===== src/rtl/vector_writeback_sequencer.sv =====
// Serialises multi-lane vector results into a single register-file write port,
// one lane per cycle, and flags read-after-write hazards on pending lanes.
module vector_writeback_sequencer #(
  parameter int LANES  = 4,
  parameter int DATA_W = 8,
  parameter int ADDR_W = 5,
  parameter int CNT_W  = 4
) (
  input  logic                    clk,
  input  logic                    rst,
  input  logic                    in_valid,
  output logic                    in_ready,
  input  logic [LANES*DATA_W-1:0] in_data,
  input  logic [ADDR_W-1:0]       in_base_addr,
  input  logic [CNT_W-1:0]        in_count,
  output logic [ADDR_W-1:0]       write_addr,
  output logic [DATA_W-1:0]       write_data,
  output logic                    write_enable,
  output logic                    busy,
  input  logic [ADDR_W-1:0]       chk_addr1,
  input  logic [ADDR_W-1:0]       chk_addr2,
  output logic                    hazard1,
  output logic                    hazard2
);

  typedef enum logic {
    IDLE  = 1'b0,
    DRAIN = 1'b1
  } state_t;

  state_t                    state_q, state_d;
  logic [LANES*DATA_W-1:0]   buf_q, buf_d;
  logic [ADDR_W-1:0]         base_q, base_d;
  logic [CNT_W-1:0]          n_q, n_d;
  logic [CNT_W-1:0]          k_q, k_d;
  logic [ADDR_W-1:0]         waddr_q, waddr_d;
  logic [DATA_W-1:0]         wdata_q, wdata_d;
  logic                      we_q, we_d;

  logic [CNT_W-1:0]          n_eff;
  logic                      last_lane;
  logic                      accept;
  logic [DATA_W-1:0]         next_lane;
  logic [ADDR_W-1:0]         next_addr;
  logic [ADDR_W-1:0]         lane_addr;

  assign n_eff     = (in_count > CNT_W'(LANES)) ? CNT_W'(LANES) : in_count;
  assign last_lane = (state_q == DRAIN) && (k_q == n_q - CNT_W'(1));
  assign in_ready  = !rst && ((state_q == IDLE) || last_lane);
  assign accept    = in_valid && in_ready;
  assign busy      = !rst && (state_q == DRAIN);

  assign write_addr   = waddr_q;
  assign write_data   = wdata_q;
  assign write_enable = we_q;

  // Write port outputs are precomputed for the next cycle from the next-state
  // values, so the register file sees flop outputs stable for a whole cycle.
  always_comb begin
    state_d   = state_q;
    buf_d     = buf_q;
    base_d    = base_q;
    n_d       = n_q;
    k_d       = k_q;
    waddr_d   = waddr_q;
    wdata_d   = wdata_q;
    we_d      = 1'b0;
    next_lane = '0;
    next_addr = '0;

    case (state_q)
      IDLE: begin
        if (accept && (n_eff != '0)) begin
          buf_d   = in_data;
          base_d  = in_base_addr;
          n_d     = n_eff;
          k_d     = '0;
          state_d = DRAIN;
        end
      end
      DRAIN: begin
        if (last_lane) begin
          if (accept && (n_eff != '0)) begin
            buf_d  = in_data;
            base_d = in_base_addr;
            n_d    = n_eff;
            k_d    = '0;
          end else begin
            state_d = IDLE;
          end
        end else begin
          k_d = k_q + CNT_W'(1);
        end
      end
      default: state_d = IDLE;
    endcase

    if (state_d == DRAIN) begin
      for (int unsigned i = 0; i < LANES; i++) begin
        if (k_d == CNT_W'(i)) next_lane = buf_d[i*DATA_W +: DATA_W];
      end
      next_addr = base_d + ADDR_W'(k_d);
      waddr_d   = next_addr;
      wdata_d   = next_lane;
      we_d      = (next_addr != '1);
    end
  end

  always_ff @(posedge clk) begin
    if (rst) begin
      state_q <= IDLE;
      buf_q   <= '0;
      base_q  <= '0;
      n_q     <= '0;
      k_q     <= '0;
      waddr_q <= '0;
      wdata_q <= '0;
      we_q    <= 1'b0;
    end else begin
      state_q <= state_d;
      buf_q   <= buf_d;
      base_q  <= base_d;
      n_q     <= n_d;
      k_q     <= k_d;
      waddr_q <= waddr_d;
      wdata_q <= wdata_d;
      we_q    <= we_d;
    end
  end

  // Pending lanes are k..n-1 inclusive of the one currently presented.
  always_comb begin
    hazard1   = 1'b0;
    hazard2   = 1'b0;
    lane_addr = '0;
    if (!rst && (state_q == DRAIN)) begin
      for (int unsigned j = 0; j < LANES; j++) begin
        lane_addr = base_q + ADDR_W'(j);
        if ((CNT_W'(j) >= k_q) && (CNT_W'(j) < n_q)) begin
          if ((chk_addr1 != '1) && (lane_addr == chk_addr1)) hazard1 = 1'b1;
          if ((chk_addr2 != '1) && (lane_addr == chk_addr2)) hazard2 = 1'b1;
        end
      end
    end
  end

endmodule


===== config.mk =====
export PLATFORM = sky130hd
export DESIGN_NAME = vector_writeback_sequencer
export DESIGN_NICKNAME = d
export VERILOG_FILES = /design/src/rtl/vector_writeback_sequencer.sv
export SDC_FILE = /design/constraint.sdc
export NUM_CORES = 1
export LEC_CHECK = 0
export CORE_ASPECT_RATIO = 2
export CORE_MARGIN = 2
export CORE_UTILIZATION = 48
export CTS_CLUSTER_SIZE = 20
export DETAILED_ROUTE_END_ITERATION = 8
export HOLD_SLACK_MARGIN = 0.08
export PLACE_DENSITY = 0.8
export SYNTH_ARGS = -nofsm -noshare
export SYNTH_HDL_FRONTEND = slang
export SYNTH_SLANG_ARGS = --single-unit
export TNS_END_PERCENT = 10

===== constraint.sdc =====
create_clock -name clk -period 8.9 [get_ports clk]
set_clock_uncertainty 0.2 [all_clocks]
set_input_delay 2.67 -clock clk [delete_from_list [all_inputs] [get_ports clk]]
set_output_delay 2.67 -clock clk [all_outputs]
set_load 0.005 [all_outputs]

==> results of run 1 <==
layout make-up:
cell class | instances | share of cell area, %
tap | 94 | 2.45
timing repair buffer | 75 | 15.4
clock buffer | 12 | 5.55
multi-input combinational | 360 | 48.9
clock inverter | 4 | 1.46
inverter | 16 | 1.25
sequential | 60 | 25.0
cells by family (layout without fill, tap and decap cells):
group           after synthesis  in the layout  share of synthesized area [%]
simple gates                182            182                           23.2
compound gates              106            106                           19.5
flops                        60             60                           32.3
buf+inv                      42            107                           4.64
xor+xnor                     37             37                           9.28
mux                          19             19                           5.58
fa+ha+maj                    16             16                           5.55
report_power, final:
group,leakage [nW],internal [mW],total (mW),switching [mW]
registers,0.490,0.284,0.296,0.0125
logic,1.18,0.0736,0.154,0.0807
clock network,0.169,0.267,0.386,0.120
total,1.84,0.624,0.837,0.213
layer usage:
| metal | vias up | global-route usage [%] | wire (microns) |
|---|---|---|---|
| li1 | 1749 | - | - |
| met1 | 1726 | 24.7 | 3720 |
| met2 | 175 | 48.9 | 5940 |
| met3 | 57 | 4.98 | 529 |
| met4 | 0 | 21.5 | 762 |
| met5 | - | 0 | 0 |
how the worst min path moves through the flow:
stage | from | endpoint | cells after the start
after floorplan | buf_q[31] | buf_q[31] | 2
after global placement | buf_q[4] | buf_q[4] | 2
after detailed placement | buf_q[24] | buf_q[24] | 2
after CTS | buf_q[29] | buf_q[29] | 2
after global routing | buf_q[24] | buf_q[24] | 2
final | buf_q[24] | buf_q[24] | 2
state kept, by name (all words and copies together), names as in the netlist:
register,cells
buf_q,32
write_data,8
base_q,5
write_addr,5
k_q,4
n_q,4
state_q,1
write_enable,1
worst max-delay path, delay by kind of cell:
kind / cells / cell delay [ns]
xor gates and xnor gates: 2 / 0.54
buffers and inverters: 2 / 1.02
and+or+nand+nor: 3 / 0.82
AOI/OAI and AO/OA: 1 / 0.07
stage by stage:
stage	setup slack [ns]	std cells	utilization, %	instance area [sq um]
2_1_floorplan	2.04	462	-	3720
5_1_grt	0.723	621	63.7	4800
3_3_place_gp	1.04	605	59.2	4470
6_report	0.908	621	63.7	4800
4_1_cts	0.969	621	63.7	4800
3_5_place_dp	0.984	605	59.2	4470
cells in the mapped netlist, types with 10 or more instances:
| library cell | count |
|---|---|
| nand2_1 | 62 |
| a21oi_1 | 42 |
| mux2_2 | 10 |
| ha_1 | 14 |
| nand3_1 | 12 |
| nor3_1 | 16 |
| and2_1 | 12 |
| clkbuf_1 | 17 |
| nor2_1 | 46 |
| o21ai_0 | 14 |
| xnor2_1 | 23 |
| inv_1 | 15 |
| dfxtp_1 | 60 |
| xor2_1 | 12 |
layout by cell type, fill, tap and decap left out, types with 3 or more instances in the layout:
cell	instances
clkdlybuf4s50_1	71
nand2_1	62
dfxtp_1	60
nor2_1	46
a21oi_1	42
xnor2_1	23
nor3_1	16
inv_1	15
o21ai_0	14
ha_1	14
xor2_1	12
nand3_1	12
and2_1	12
mux2_2	10
a211oi_1	9
clkbuf_16	9
nor4_1	8
mux2i_1	8
a31oi_1	5
nand2b_1	4
nand4_1	4
o31ai_1	4
a221o_1	4
buf_4	4
nor2b_1	3
a22oi_1	3
o22ai_1	3
a32oi_1	3
clkbuf_8	3
==> flow_metrics.tcl, run 1 <==
set metrics [dict create \
    synth_top_cell_by_area "dfxtp_1" \
    cap_violations 0 \
    io_buffers 71 \
    synth_edf_count 0 \
    outcome "finished clean" \
    cpPeakStageDelay_ns 0.52 \
    synth_cells 462 \
    core_area_sq_um 7540 \
    multi_input_area_sq_um 2350 \
    power_mw 0.837 \
    die_w_microns 66.3 \
    hold_viol 0 \
    finalWirelength_microns 10900 \
    crit_top_cell "clkdlybuf4s50_1" \
    cp_cell_sequence "clkdlybuf4s50_1, xor2_1, xnor2_1, or4_1, nor3b_1, a211oi_1, nor3_1, clkdlybuf4s50_1" \
    path_clk_slew_ns 0.05 \
    cp-startpoint "chk_addr1[4]" \
    synthesis.area_sq_um 3720 \
    p_leak_nw 1.84 \
    async_reset_ff_share_pct 0 \
    cts.repair.resized 0 \
    core.rowCount 45 \
    area_growth_pct 29.1 \
    regArea_sq_um 1200 \
    die_h_microns 129 \
    required_ns 6.03 \
    ys_ff_latch 60 \
    cts.sinks 60 \
    clk_latency_ns 0.33 \
    pin_count 72 \
    final_nets 591 \
    irDropWorstVdd_mv 0.184 \
    endpoint "hazard1" \
    layout_min_cycle_time_ns 7.99 \
    critical_path_class "input pin to output pin" \
    synth_cell_type_count 66 \
    arrival_ns 5.12 \
    wire_per_inst_microns 17.6 \
    routed-via-count 3707 \
    synthTopCellsByArea "dfxtp_1 (32%), nand2_1 (6.3%), a21oi_1 (5.6%)" \
    grt-ovfl-total 0 \
    r2r_start "n_q[0]" \
    drtIter0Drc 161 \
    yosysTopAreaCellShare_pct 32.3 \
    slew_viol_final 0 \
    syn_area_per_cell_sq_um 8.06 \
    setup-violations-final 0 \
    start_util_pct 49.3 \
    crit_path_start_kind "input pin" \
    gp_congestion 0.928 \
    nFillCells 666 \
    dpl.hpwl_microns 8050 \
    worstRegToRegCells 17 \
    maxSlewHeadroom_pct 51.3 \
    ctsLongestPathBuffers 2 \
    final.setup.tns_ns 0 \
    die_area_sq_um 8520 \
    grt_start_max_net_pins 46 \
    grt_pass1_wl_microns 17300 \
    r2r-end "write_addr[4]" \
    synth_flop_cell "dfxtp_1" \
    p_per_area_nw_per_um2 174 \
    ant_nets 0 \
    n_antenna_cell 0 \
    postCtsHoldBufs 0 \
    antenna_found_initial 0 \
    cp_slowest_cell "clkdlybuf4s50_1" \
    crit_fanout 5 \
    cts_buffers 9 \
    grt_pass1_vias 3732 \
    synth_warnings 0 \
    globalRouteTotalUtil_pct 26.8 \
    post_cts_buffers 0 \
    whs_ns 0.254 \
    drc 0 \
    drt_first_pass_iters 6 \
    viasPerCell 5.97 \
    cts-htree-levels 3 \
    r2r_setup_slack_ns 4.61 \
    period_share_pct 89.8 \
    rsz0062_at_grt "false" \
    drive_above_1_share_pct 8.54 \
    cts_tree "yes" \
    syn_nets 531 \
    ys_seq_area_share_pct 32.3 \
    hold_class "flop to flop" \
    end_kind "output pin" \
    cts-root-buf "clkbuf_16" \
    fmax_ghz 0.125 \
    worstMarginPinSlew_ns 0.722 \
]
Power figures use the tool's default switching activity.
==> run 2, diff against run 1 <==
- CELL_PAD_IN_SITES_DETAIL_PLACEMENT: not set -> 1
- CELL_PAD_IN_SITES_GLOBAL_PLACEMENT: not set -> 1
- CORE_UTILIZATION: 48 -> 41
- PLACE_DENSITY: 0.8 -> 0.9
==> flow_metrics.tcl, run 2 (synthesis results as in run 1) <==
set metrics [dict create \
    r2r-end "write_addr[4]" \
    rsz0062_at_grt "false" \
    cts-root-buf "clkbuf_16" \
    crit_path_start_kind "input pin" \
    top_register "buf_q" \
    cap_violations 0 \
    core_area_sq_um 8890 \
    pin_count 72 \
    final_common_cell "clkdlybuf4s50_1" \
    die_area_sq_um 9900 \
    gp_congestion 0.931 \
    globalRouteTotalUtil_pct 26.4 \
    start_util_pct 41.9 \
    drt_first_pass_iters 4 \
    cts_buffers 9 \
    wire_per_inst_microns 20.0 \
    hold_class "flop to flop" \
    antenna_found_initial 0 \
    setup-violations-final 0 \
    cp_cell_sequence "clkdlybuf4s50_1, xor2_1, xnor2_1, or4_1, nor3b_1, a211oi_1, nor3_1, clkdlybuf4s50_1" \
    cp_slowest_cell "clkdlybuf4s50_1" \
    drive_above_1_share_pct 7.66 \
    post_cts_buffers 0 \
    cp-startpoint "chk_addr1[4]" \
    clk_latency_ns 0.33 \
    worstRegToRegCells 18 \
    cpLargestDelayFamily "buffers and inverters" \
    r2r_setup_slack_ns 4.33 \
    area_growth_pct 27.1 \
    crit_fanout 5 \
    required_ns 6.03 \
    drc 0 \
    arrival_ns 5.15 \
    layout_min_cycle_time_ns 8.02 \
    postCtsHoldBufs 0 \
    hold_viol 0 \
    worstMarginPinSlew_ns 0.682 \
    die_w_microns 71.4 \
    nFillCells 1038 \
    whs_path_depth 2 \
    irDropWorstVdd_mv 0.148 \
    drtIter0Drc 99 \
    viasPerCell 5.85 \
    whs_ns 0.256 \
    cts.repair.resized 0 \
    fmax_ghz 0.125 \
    grt_start_max_net_pins 46 \
    path_clk_slew_ns 0.05 \
    io_buffers 71 \
    dpl.hpwl_microns 9810 \
    ctsLongestPathBuffers 2 \
    crit_buf_inv 2 \
    cpPeakStageDelay_ns 0.53 \
    crit_top_cell "clkdlybuf4s50_1" \
    grt_pass1_vias 4018 \
    die_h_microns 139 \
    largest_register_ffs 32 \
    core.rowCount 49 \
    critical_path_class "input pin to output pin" \
    n_antenna_cell 0 \
    slew_viol_final 0 \
    worstHoldStart "buf_q[23]" \
    final.setup.tns_ns 0 \
    cts_tree "yes" \
    outcome "finished clean" \
    final_cell_mix "clkdlybuf4s50_1 (71), nand2_1 (62), dfxtp_1 (60)" \
    routed-via-count 3648 \
    p_per_area_nw_per_um2 160 \
    ant_nets 0 \
    final_nets 591 \
    p_leak_nw 1.80 \
    whs_endpoint "buf_q[23]" \
    period_share_pct 90.1 \
    grt-ovfl-total 0 \
    maxSlewHeadroom_pct 54.0 \
    cts.sinks 60 \
    cts-htree-levels 3 \
    end_kind "output pin" \
    grt_pass1_wl_microns 20200 \
    finalWirelength_microns 12500 \
    r2r_start "n_q[0]" \
]
==> run 2: changes by cell type in the layout (fill, tap and decap cells not counted), sizes merged <==
cell    previous run  this run
clkbuf            12        11
clkinv             2         0
bufinv             2         0
==> run 2: worst register-to-register path: cells and delay by family, from the launching register on <==
| kind | cells | cell delay, ns |
|---|---|---|
| compound gates | 5 | 1.14 |
| fa+ha+maj | 3 | 1.02 |
| simple gates | 5 | 0.73 |
| buf+inv | 4 | 0.62 |
| flops | 1 | 0.50 |
| xor+xnor | 1 | 0.23 |
==> run 2: layer usage <==
| layer | routed length (microns) | GRT usage [%] | vias to the layer above |
|---|---|---|---|
| met1 | 4150 | 25.0 | 1770 |
| met4 | 631 | 14.7 | 0 |
| li1 | - | - | 1751 |
| met3 | 387 | 3.56 | 33 |
| met5 | 0 | 0 | - |
| met2 | 7280 | 51.5 | 94 |
==> run 2: area by class of cell <==
type                       instances  area (sq um)  share of cell area (%)
multi-input combinational        360          2350                    49.6
sequential                        60          1200                    25.4
timing repair buffer              75           741                    15.7
clock buffer                      11           253                    5.34
tap                              102           128                    2.70
inverter                          16          60.1                    1.27
==> run 2: metrics by stage <==
| stage | power [mW] | setup WS, ns | utilization [%] | std cells | area [sq um] |
|---|---|---|---|---|---|
| after CTS | 0.764 | 0.862 | 53.2 | 624 | 4730 |
| after global routing | 0.790 | 0.694 | 53.2 | 624 | 4730 |
| final | 0.757 | 0.878 | 53.2 | 624 | 4730 |
| after detailed placement | 0.459 | 0.875 | 50.4 | 613 | 4480 |
| after floorplan | 0.389 | 2.04 | - | 462 | 3720 |
| after global placement | 0.453 | 1.00 | 50.4 | 613 | 4480 |
==> run 2: report_power, final <==
| group | internal [mW] | switching (mW) | leakage (nW) |
|---|---|---|---|
| clock network | 0.195 | 0.108 | 0.125 |
| logic | 0.0738 | 0.0838 | 1.18 |
| registers | 0.284 | 0.0126 | 0.490 |
==> run 2: how the worst max path moves through the flow <==
stage,to,depth (start not counted)
CTS,hazard1,8
global placement,hazard1,8
global route,hazard1,8
floorplan,hazard1,6
detailed placement,hazard1,8
finish,hazard1,8
==> RTL change (settings of run 2) <==
Set the parameter `ADDR_W` to 6 (it was 5).
--- a/src/rtl/vector_writeback_sequencer.sv
+++ b/src/rtl/vector_writeback_sequencer.sv
@@ -4,5 +4,5 @@
   parameter int LANES  = 4,
   parameter int DATA_W = 8,
-  parameter int ADDR_W = 5,
+  parameter int ADDR_W = 6,
   parameter int CNT_W  = 4
 ) (
Interface: changed (resized chk_addr1, chk_addr2, in_base_addr and write_addr); port bits go from 72 to 76. No check against the original RTL was run, so the function may have changed too.
==> RTL change against run 2 <==
  * Synthesized area is 5.4% higher
  * Count of clock-buffer cells in the layout increased by 2
  * Utilization increased by 0.073 points
  * Routed wire length rose by 10%
  * Sequential cell count is 2 higher
  * Cell area is 5.0% higher
  * Setup slack got worse by 0.42 ns
  * Total power increased by 7.6%
==> RTL change: results (changes against run 2) <==
stage;metric;value;unit;change
global_route;GRT Overall Usage;27.7;%;+1.2 points
drt;Avg WL per Cell;21.1;um;+5.9%
drt;via count;3889;;+6.6%
placed_design;gpl congestion;0.929;;-0.21%
global_route;pin count of the biggest net entering global routing;66;;+43%
clocking;worst skew pair latency;0.34;ns;
finish;Nets;614;;+3.9%
yosys;syn avg cell area;8.14;um^2;+1.0%
critical_path;worst path arrival time;5.57;ns;+0.42 ns
placed_design;# port buffers;75;;+5.6%
yosys;most frequent cells after synthesis;nand2_1 (69), dfxtp_1 (62), a21oi_1 (40);;
yosys;sequential share of the synthesized area;31.6;%;-0.63 points
drt;DR iter-0 viols;126;;+27%
power_and_ir_drop;PwrDens;164;mW/mm^2;+2.5%
placed_design;detailed placement HPWL;10100;um;+2.7%
finish;ratio of cells with drive above 1 in the final layout;7.35;%;-0.31 points
clocking;Post-CTS Setup Repair Bufs;0;;unchanged
sta;worst-margin pin slew;1.06;ns;+0.378 ns
drt;met2 wire length;7940;um;+9.1%
finish;fill cell count;1106;;+6.6%
global_route;number of global-route vias before repair;4188;;+4.2%
power_and_ir_drop;peak supply drop;0.162;mV;+9.2%
finish;non-filler cells, final;648;;+3.8%
outcome;status;finished clean;;
drt;wire length on met3;354;um;-8.5%
critical_path;reg-to-reg slack, setup;4.28;ns;-0.05 ns
placed_design;placed insts;634;;+3.4%
yosys;Synth Net Count;555;;+4.5%
critical_path;CP Max Fanout;6;;+1
placed_design;Placed Area;0.00468;mm^2;+4.4%
yosys;largest cells by area after synthesis;dfxtp_1 (32%), nand2_1 (6.6%), xor2_1 (6.3%);;
global_route;first-pass GRT wire length;21600;um;+6.9%
==> RTL change: final timing paths <==
kind | startpoint | end | cells past startpoint
worst max-delay path | chk_addr2[4] | hazard2 | 9
worst min-delay path | buf_q[26] | buf_q[26] | 2
worst max register to register | n_q[0] | write_enable | 15
worst min register to register | buf_q[26] | buf_q[26] | 2
==> RTL change: per-stage QoR <==
stage	worst slack [ns]	hold WS (ns)
2_1_floorplan	1.81	0.233
3_3_place_gp	0.669	0.244
3_5_place_dp	0.516	0.247
4_1_cts	0.512	0.256
5_1_grt	0.263	0.281
6_report	0.457	0.254
==> RTL change: worst max-delay path: stages <==
cell	delay, ns
clkdlybuf4s50_1	0.49
xor2_1	0.48
xor2_1	0.21
nand3_1	0.09
a2111oi_0	0.58
a221oi_1	0.18
o22ai_1	0.19
and3_1	0.18
clkdlybuf4s50_1	0.49
==> RTL change: power breakdown <==
part	switching (mW)	leakage (nW)	internal, mW
Sequential	0.0138	0.507	0.293
Combinational	0.0838	1.30	0.0747
Clock	0.120	0.142	0.229
Total	0.218	1.95	0.597
==> RTL change: layer usage <==
metal | vias up | global-route usage [%]
met5 | - | 0
met2 | 109 | 53.6
met4 | 0 | 17.6
met1 | 1901 | 25.0
li1 | 1826 | -
met3 | 53 | 4.11
==> RTL change: cells by family after synthesis <==
family	Yosys count	share of synthesized area [%]
multiplexers	16	4.40
XOR/XNOR	42	9.73
adder cells (fa/ha/maj)	16	5.30
AO/OA/AOI/OAI	124	21.8
AND/OR/NAND/NOR	180	22.3
buffers and inverters	42	4.91
flip-flops	62	31.6
==> RTL change: cell type report <==
cell class | instances | share of cell area (%)
well taps | 104 | 2.62
repair buffers | 79 | 15.6
multi-input cells | 378 | 50.1
inverters | 11 | 0.831
flip-flops and latches | 62 | 25.0
clock inverters | 1 | 0.605
clock buffers | 13 | 5.24
